**config.mk**
```make
export PLATFORM = sky130hd
export DESIGN_NAME = bk_spi_master
export DESIGN_NICKNAME = d
export VERILOG_FILES = /design/src/rtl/bk_spi_master_pkg.sv /design/src/rtl/bk_spi_master.sv
export SDC_FILE = /design/constraint.sdc
export NUM_CORES = 1
export LEC_CHECK = 0
export ABC_AREA = 1
export ABC_CLOCK_PERIOD_IN_PS = 3800
export BUFFER_PORTS_ARGS = -buffer_cell sky130_fd_sc_hd__buf_2
export CORE_ASPECT_RATIO = 1.4
export CORE_MARGIN = 2
export CORE_UTILIZATION = 55
export CTS_BUF_LIST = sky130_fd_sc_hd__clkbuf_8 sky130_fd_sc_hd__clkbuf_16
export DETAILED_ROUTE_END_ITERATION = 16
export PLACE_DENSITY_LB_ADDON = 0.25
export SLEW_MARGIN = 30
export SYNTH_ARGS = -nofsm -noshare
export SYNTH_HDL_FRONTEND = slang
export SYNTH_SLANG_ARGS = --single-unit
```
**constraint.sdc**
```tcl
create_clock -name clk -period 3.8 [get_ports clk]
set_input_delay 0.19 -clock clk [delete_from_list [all_inputs] [get_ports clk]]
set_output_delay 0.19 -clock clk [all_outputs]
set_load 0.05 [all_outputs]
```
**src/rtl/bk_spi_master_pkg.sv**
```systemverilog
// ---------------------------------------------------------------------------
// bk_spi_master_pkg
// Shared definitions for the byte-wide SPI master and future master variants.
//   spi_state_t  : 2-bit transfer state encoding (IDLE=0, LOW=1, HIGH=2, DONE=3)
//   DOUT_RST     : value of the receive-byte register out of reset
//   MODE0        : documents the fixed clock mode (CPOL=0, CPHA=0)
//   MSB_FIRST    : documents the fixed bit order
// ---------------------------------------------------------------------------
package bk_spi_master_pkg;

  typedef enum logic [1:0] {
    ST_IDLE = 2'd0,
    ST_LOW  = 2'd1,
    ST_HIGH = 2'd2,
    ST_DONE = 2'd3
  } spi_state_t;

  localparam logic [7:0] DOUT_RST  = 8'hFF;
  localparam bit         MODE0     = 1'b1;
  localparam bit         MSB_FIRST = 1'b1;

endpackage

```
**src/rtl/bk_spi_master.sv**
```systemverilog
// ---------------------------------------------------------------------------
// bk_spi_master
// Byte-wide SPI master (mode 0, MSB first) behind the core's USRREG port.
// Ports:
//   clk     in   core clock
//   reset   in   asynchronous active-high reset
//   wren    in   write strobe from the core; a rising edge in IDLE starts a byte
//   din     in   byte to transmit
//   cs_n_i  in   chip-select request from the core
//   dsr     out  1 = idle/ready, 0 = transfer in progress
//   dout    out  last received byte
//   sck     out  SPI clock, idle low
//   mosi    out  SPI data out, idles high
//   miso    in   SPI data in (two-flop synchronised)
//   cs_n_o  out  chip select to the device, cs_n_i delayed one clk
// Parameter DIV sets the SCK half-period in clk cycles (1..255).
// ---------------------------------------------------------------------------
module bk_spi_master
  import bk_spi_master_pkg::*;
#(
  parameter int DIV = 4
) (
  input  logic       clk,
  input  logic       reset,
  input  logic       wren,
  input  logic [7:0] din,
  input  logic       cs_n_i,
  output logic       dsr,
  output logic [7:0] dout,
  output logic       sck,
  output logic       mosi,
  input  logic       miso,
  output logic       cs_n_o
);

  localparam int             CW       = $clog2(DIV + 1);
  localparam logic [CW-1:0]  DIV_LAST = CW'(DIV - 1);

  spi_state_t    state_reg, state_next;
  logic [CW-1:0] div_reg, div_next;
  logic [2:0]    bitcnt_reg, bitcnt_next;
  // din[7] goes straight to mosi, so only the remaining seven bits are kept.
  logic [6:0]    tx_sr_reg, tx_sr_next;
  logic [7:0]    rx_sr_reg, rx_sr_next;
  logic [7:0]    dout_reg, dout_next;
  logic          dsr_reg, dsr_next;
  logic          sck_reg, sck_next;
  logic          mosi_reg, mosi_next;
  logic          wren_d_reg;
  logic          cs_n_o_reg;
  logic          miso_s1_reg, miso_s2_reg;

  logic start;
  logic abort;

  // Edge-detect so that a strobe held for many cycles starts only one byte.
  assign start = wren & ~wren_d_reg & (state_reg == ST_IDLE);
  // Only a fresh deassertion aborts; a transfer begun with cs_n_i already
  // high runs to completion.
  assign abort = cs_n_i & ~cs_n_o_reg;

  always_ff @(posedge clk or posedge reset) begin
    if (reset) begin
      state_reg <= ST_IDLE;
    end else begin
      state_reg <= state_next;
    end
  end

  always_comb begin
    state_next  = state_reg;
    div_next    = div_reg;
    bitcnt_next = bitcnt_reg;
    tx_sr_next  = tx_sr_reg;
    rx_sr_next  = rx_sr_reg;
    dout_next   = dout_reg;
    dsr_next    = dsr_reg;
    sck_next    = sck_reg;
    mosi_next   = mosi_reg;

    case (state_reg)
      ST_IDLE: begin
        if (start) begin
          tx_sr_next  = din[6:0];
          mosi_next   = din[7];
          dsr_next    = 1'b0;
          div_next    = '0;
          bitcnt_next = '0;
          state_next  = ST_LOW;
        end
      end

      ST_LOW, ST_HIGH: begin
        if (abort) begin
          state_next = ST_IDLE;
          sck_next   = 1'b0;
          mosi_next  = 1'b1;
          dsr_next   = 1'b1;
          div_next   = '0;
        end else if (div_reg != DIV_LAST) begin
          div_next = div_reg + CW'(1);
        end else if (state_reg == ST_LOW) begin
          // Rising SCK: capture MISO.
          div_next   = '0;
          sck_next   = 1'b1;
          rx_sr_next = {rx_sr_reg[6:0], miso_s2_reg};
          state_next = ST_HIGH;
        end else begin
          // Falling SCK: present the next MOSI bit or finish.
          div_next = '0;
          sck_next = 1'b0;
          if (bitcnt_reg == 3'd7) begin
            state_next = ST_DONE;
          end else begin
            bitcnt_next = bitcnt_reg + 3'd1;
            mosi_next   = tx_sr_reg[6];
            tx_sr_next  = {tx_sr_reg[5:0], 1'b0};
            state_next  = ST_LOW;
          end
        end
      end

      ST_DONE: begin
        dout_next  = rx_sr_reg;
        dsr_next   = 1'b1;
        mosi_next  = 1'b1;
        state_next = ST_IDLE;
      end

      default: state_next = ST_IDLE;
    endcase
  end

  always_ff @(posedge clk or posedge reset) begin
    if (reset) begin
      div_reg     <= '0;
      bitcnt_reg  <= '0;
      tx_sr_reg   <= '0;
      rx_sr_reg   <= '0;
      dout_reg    <= DOUT_RST;
      dsr_reg     <= 1'b1;
      sck_reg     <= 1'b0;
      mosi_reg    <= 1'b1;
      wren_d_reg  <= 1'b0;
      cs_n_o_reg  <= 1'b1;
      miso_s1_reg <= 1'b1;
      miso_s2_reg <= 1'b1;
    end else begin
      div_reg     <= div_next;
      bitcnt_reg  <= bitcnt_next;
      tx_sr_reg   <= tx_sr_next;
      rx_sr_reg   <= rx_sr_next;
      dout_reg    <= dout_next;
      dsr_reg     <= dsr_next;
      sck_reg     <= sck_next;
      mosi_reg    <= mosi_next;
      wren_d_reg  <= wren;
      cs_n_o_reg  <= cs_n_i;
      miso_s1_reg <= miso;
      miso_s2_reg <= miso_s1_reg;
    end
  end

  assign dsr    = dsr_reg;
  assign dout   = dout_reg;
  assign sck    = sck_reg;
  assign mosi   = mosi_reg;
  assign cs_n_o = cs_n_o_reg;

endmodule

```
Yosys cells after proc, flatten, opt, wreduce, memory -nomap -nowiden
Cells that the tools add are included.
{"block": "classes", "shifts": 0, "addsub": 2, "n_mux": 33, "order_cmp": 0, "n_mul": 0, "eq_ne": 15, "div_mod_pow": 0, "n_reduce_logical": 10, "bitwise": 7}
{"operator": "7-bit 2-to-1 mux", "count": 5}
{"operator": "3-bit 2-to-1 mux", "count": 7}
{"operator": "2-bit inequality test, second input constant", "count": 7}
{"operator": "7-bit case mux with 2 select lines", "count": 1}
{"operator": "3-bit case mux with 2 select lines", "count": 2}
{"operator": "1-bit 2-to-1 mux", "count": 10}
{"operator": "2-bit 2-to-1 mux", "count": 5}
{"operator": "3-bit inequality test, second input constant", "count": 3}
{"operator": "2-bit AND reduction", "count": 4}
{"operator": "4-bit AND reduction", "count": 2}
{"operator": "3-bit by 1-bit adder with 3-bit output, second input constant", "count": 2}
{"operator": "1-bit case mux with 3 select lines", "count": 2}
{"operator": "2-bit case mux with 3 select lines", "count": 1}
{"operator": "6-bit AND reduction", "count": 1}
{"operator": "2-bit equality test, second input constant", "count": 2}
{"operator": "1-bit inverter", "count": 4}
{"operator": "1-bit AND", "count": 3}
{"operator": "3-bit equality test, second input constant", "count": 1}
{"operator": "3-bit by 2-bit inequality test with 1-bit output, second input constant", "count": 1}
{"operator": "2-bit by 1-bit equality test with 1-bit output, second input constant", "count": 1}
{"operator": "2-bit zero test", "count": 1}
{"operator": "2-bit nonzero test", "count": 1}
{"operator": "2-bit OR reduction", "count": 1}
{"block": "totals", "mem_count": 0, "register_bits": 38, "latch_bits": 0, "out_inout_bits": 12, "romBits": 0, "wordCells": 80, "in_bits": 13, "ramBits": 0}

Depth between registers and ports, before layout
{"block": "logic_depth", "ltp_word": 6, "mapped_depth": 9}

Least setup slack after synthesis
No wires, ideal clock.
{"block": "synth_timing", "path_kind": "flip-flop to flip-flop", "startpoint": "register cs_n_o_reg, in the netlist cs_n_o", "endpoint": "register rx_sr_reg[1]", "period_less_slack_ps": 1435, "path_slack_ps": 2365, "path_stages_with_launch": 7, "arrival_time_ps": 1314, "required_ps": 3679, "cell_sequence": "dfstp_2 inv_1 nand2_2 nand3_2 buf_2 nand2_1 o21ai_1"}
{"block": "synth_between", "elab_chain_cells": 4}
{"element": "start, declared", "line": "bk_spi_master.sv:50", "rtl": "logic cs_n_o_reg;"}
{"element": "start signal, assigned", "line": "bk_spi_master.sv:158", "rtl": "cs_n_o_reg <= cs_n_i;"}
{"element": "1-bit inverter", "line": "bk_spi_master.sv:60", "rtl": "assign abort = cs_n_i & ~cs_n_o_reg;"}
{"element": "1-bit AND", "line": "bk_spi_master.sv:60"}
{"element": "1-bit inverter (no source line)"}
{"element": "4-bit AND reduction (no source line)"}
{"element": "end signal, assigned", "line": "bk_spi_master.sv:152", "rtl": "rx_sr_reg <= rx_sr_next;"}
{"element": "end, declared", "line": "bk_spi_master.sv:44", "rtl": "logic [7:0] rx_sr_reg, rx_sr_next;"}
Every way passes these cells.
A chain may end at the register's enable or synchronous reset.

Worst setup path after layout
{"block": "layout_timing", "startpoint": "register state_reg[0]", "endpoint": "register tx_sr_reg[5]"}
{"block": "layout_between", "elab_chain_cells": 4, "elab_cells_between_ends": 13}
{"element": "start, declared", "line": "bk_spi_master.sv:39", "rtl": "spi_state_t state_reg, state_next;"}
{"element": "start signal, assigned", "line": "bk_spi_master.sv:66", "rtl": "state_reg <= state_next;"}
{"element": "2-bit by 1-bit equality test with 1-bit output (tied with other cells)", "line": "bk_spi_master.sv:81, bk_spi_master.sv:102"}
{"element": "2-bit OR reduction or 1-bit AND (tied branches)", "line": "bk_spi_master.sv:81, bk_spi_master.sv:57"}
{"element": "2-bit inequality test (no source line) or 2-bit nonzero test (tied branches)"}
{"element": "6-bit AND reduction (no source line)"}
{"element": "end signal, assigned", "line": "bk_spi_master.sv:151", "rtl": "tx_sr_reg <= tx_sr_next;"}
{"element": "end, declared", "line": "bk_spi_master.sv:43", "rtl": "logic [6:0] tx_sr_reg, tx_sr_next;"}
Several ways; a longest one is shown, not always the timed one.

==> impl_metrics.json <==
{
  "setup_tns_ns": 0,
  "violations": "hold timing",
  "ir_worst_vdd_uv": 530,
  "clockBufferDepth": 2,
  "totalWireLength_um": 3160,
  "final_common_cell": "nand2_1",
  "worst_r2r_path_depth": 7,
  "postSynthRegisterBits": 38,
  "hold_ws_ns": -0.00722,
  "fin_util_pct": 65.5,
  "crit_fanout": 16,
  "synthCells": 204,
  "finalMaxSlewViolations": 0,
  "track_usage_pct": 20.2,
  "avgSynthCellArea_um2": 8.76,
  "status": "finished, violations left",
  "fillCellCount": 282,
  "overflow": 0,
  "dieHeight_um": 71.5,
  "drc": 0,
  "comb_power_share_pct": 37.3,
  "regArea_um2": 967,
  "setup_viol": 0,
  "insertion_delay_ns": 0.29,
  "synth_nets": 223,
  "critPathLaunchType": "register",
  "tritoncts": "built",
  "die_x_um": 52.2,
  "antenna_cells": 0,
  "grt.met3_usage_pct": 7.71,
  "internal_power_uw": 879,
  "max_cap_viol_count": 0,
  "viasPerCell": 5.00,
  "grtUsageMet2_pct": 33.2,
  "hold_class": "in2async",
  "synth_area_um2": 1790,
  "use_met1_pct": 23.3,
  "io_pins": 25,
  "synth-warning-count": 0,
  "grt_pass1_wl_um": 5500,
  "critPathRequiredTime_ns": 3.99,
  "layout_common_cells": "nand2_1, dfrtp_1, buf_2",
  "area_delta_synth_final_pct": 14.5,
  "num-nets-final": 252,
  "finClkSkew_ns": 0.00608,
  "hold_violations": 11,
  "clock_sinks": 38,
  "cp_data_arrival_time_ns": 2.18,
  "yosysUniqueCellTypes": 24,
  "worstMarginPinSlew_ns": 0.567,
  "seqPwrFrac_pct": 39.9,
  "multiInputGateArea_um2": 692,
  "antenna_found_initial": 0,
  "portBuffers": 24,
  "cts_buffers": 5,
  "endpoint_kind": "register",
  "core-area_um2": 3120,
  "crit_type": "reg2reg",
  "rsz0062_at_grt": "no",
  "max_freq_mhz": 501,
  "root_buffer": "clkbuf_8",
  "fp-row-count": 24,
  "design.die.area_um2": 3730,
  "seq_area_frac_synth_pct": 54.1,
  "start_util_pct": 57.3,
  "grt_pass1_vias": 1310,
  "period_share_pct": 52.5,
  "ctsResizeCount": 0,
  "gp_congestion": 0.826,
  "final_layout_size_suffix_gt1_share_pct": 23.5,
  "wl_per_cell_um": 11.6,
  "drt_iter0_markers": 56,
  "swShare_pct": 39.2,
  "period_needed_ns": 2.00,
  "p_clk_share_pct": 22.8,
  "vias": 1364,
  "post_cts_buffers": 0,
  "powerDensity_nw_per_um2": 707,
  "p_sw_uw": 567,
  "ant_nets": 0,
  "first_pass_iters": 4,
  "hpwl_um": 2180,
  "slew_headroom_pct": 62.2,
  "clk_pin_slew_ns": 0.07,
  "power.leakage_nw": 1.08,
  "h-tree-depth": 2,
  "grt_max_degree": 39,
  "gr-max-usage-layer": "met2"
}
power by group through the flow:
stage | clock network [mW] | logic, mW | registers [mW]
5_1_grt | 0.360 | 0.614 | 0.591
3_5_place_dp | 0 | 0.535 | 0.583
2_1_floorplan | 0 | 0.403 | 0.641
6_report | 0.330 | 0.539 | 0.578
3_3_place_gp | 0 | 0.524 | 0.581
4_1_cts | 0.340 | 0.542 | 0.578
cell type report:
| class | instances | area share [%] |
|---|---|---|
| tap | 39 | 2.38 |
| multi-input combinational | 139 | 33.8 |
| inverter | 22 | 4.03 |
| timing repair buffer | 27 | 7.21 |
| sequential | 38 | 47.2 |
| clock inverter | 3 | 1.96 |
| clock buffer | 5 | 3.36 |
synth_stat cells (all sizes together):
cell type	instances	area (um2)
nand3b	2	15.0
a21oi	5	36.3
o22ai	1	6.26
buf	4	42.5
dfrtp	25	626
ha	6	75.1
inv	21	78.8
dfstp	13	342
nor2	10	45.0
clkinv	1	3.75
nand2	79	322
o21bai	1	7.51
o21ai	16	80.1
nand3	19	105
clkbuf	1	3.75
cell families after synthesis:
family / Yosys count / share of synthesized area, %
adder cells (fa/ha/maj): 6 / 4.20
flip-flops: 38 / 54.1
buffers and inverters: 27 / 7.21
AND/OR/NAND/NOR: 110 / 27.2
AO/OA/AOI/OAI: 23 / 7.28
path summary, 6_finish.rpt:
check / from / endpoint / slack, ns
min: reset / rx_sr_reg[2]$_DFFE_PP0P_ / -0.007
max: state_reg[0]$_DFFE_PP0P_ / tx_sr_reg[5]$_DFFE_PP0P_ / 1.80
min in group clk: wren / wren_d_reg$_DFF_PP0_ / 0.05
min reg2reg: miso_s1_reg$_DFF_PP1_ / miso_s2_reg$_DFF_PP1_ / 0.36
max reg2reg: state_reg[0]$_DFFE_PP0P_ / tx_sr_reg[5]$_DFFE_PP0P_ / 1.80
max in group asynchronous: reset / miso_s2_reg$_DFF_PP1_ / 3.46
routing by layer:
layer / routed length, um / up-vias
li1: - / 698
met1: 1360 / 632
met2: 1610 / 26
met3: 131 / 8
met4: 62 / 0
met5: 0 / -
per-stage QoR:
step	hold slack [ns]	total power [mW]	area (um2)	cells	setup WS [ns]
floorplan	0.194	1.04	1790	204	2.37
global placement	0.295	1.11	1920	263	1.87
detailed placement	0.297	1.12	1920	263	1.85
CTS	0.00209	1.46	2040	272	1.82
global route	0.0234	1.57	2050	273	1.64
finish	-0.00722	1.45	2050	273	1.80
timing repair:
item                                   in CTS  in global routing
endpoints found under the hold margin       1                  1
hold buffers                                1                  1
setup endpoints to repair                   0                  0
critical path, cell delays in order (launching register included):
cell	delay, ns
dfrtp_1	0.38
inv_1	0.06
ha_1	0.65
clkinv_1	0.43
nand2_1	0.15
nand2_1	0.06
nand3_1	0.10
nand2_1	0.06
No activity file was read; power rests on OpenSTA's default activity.
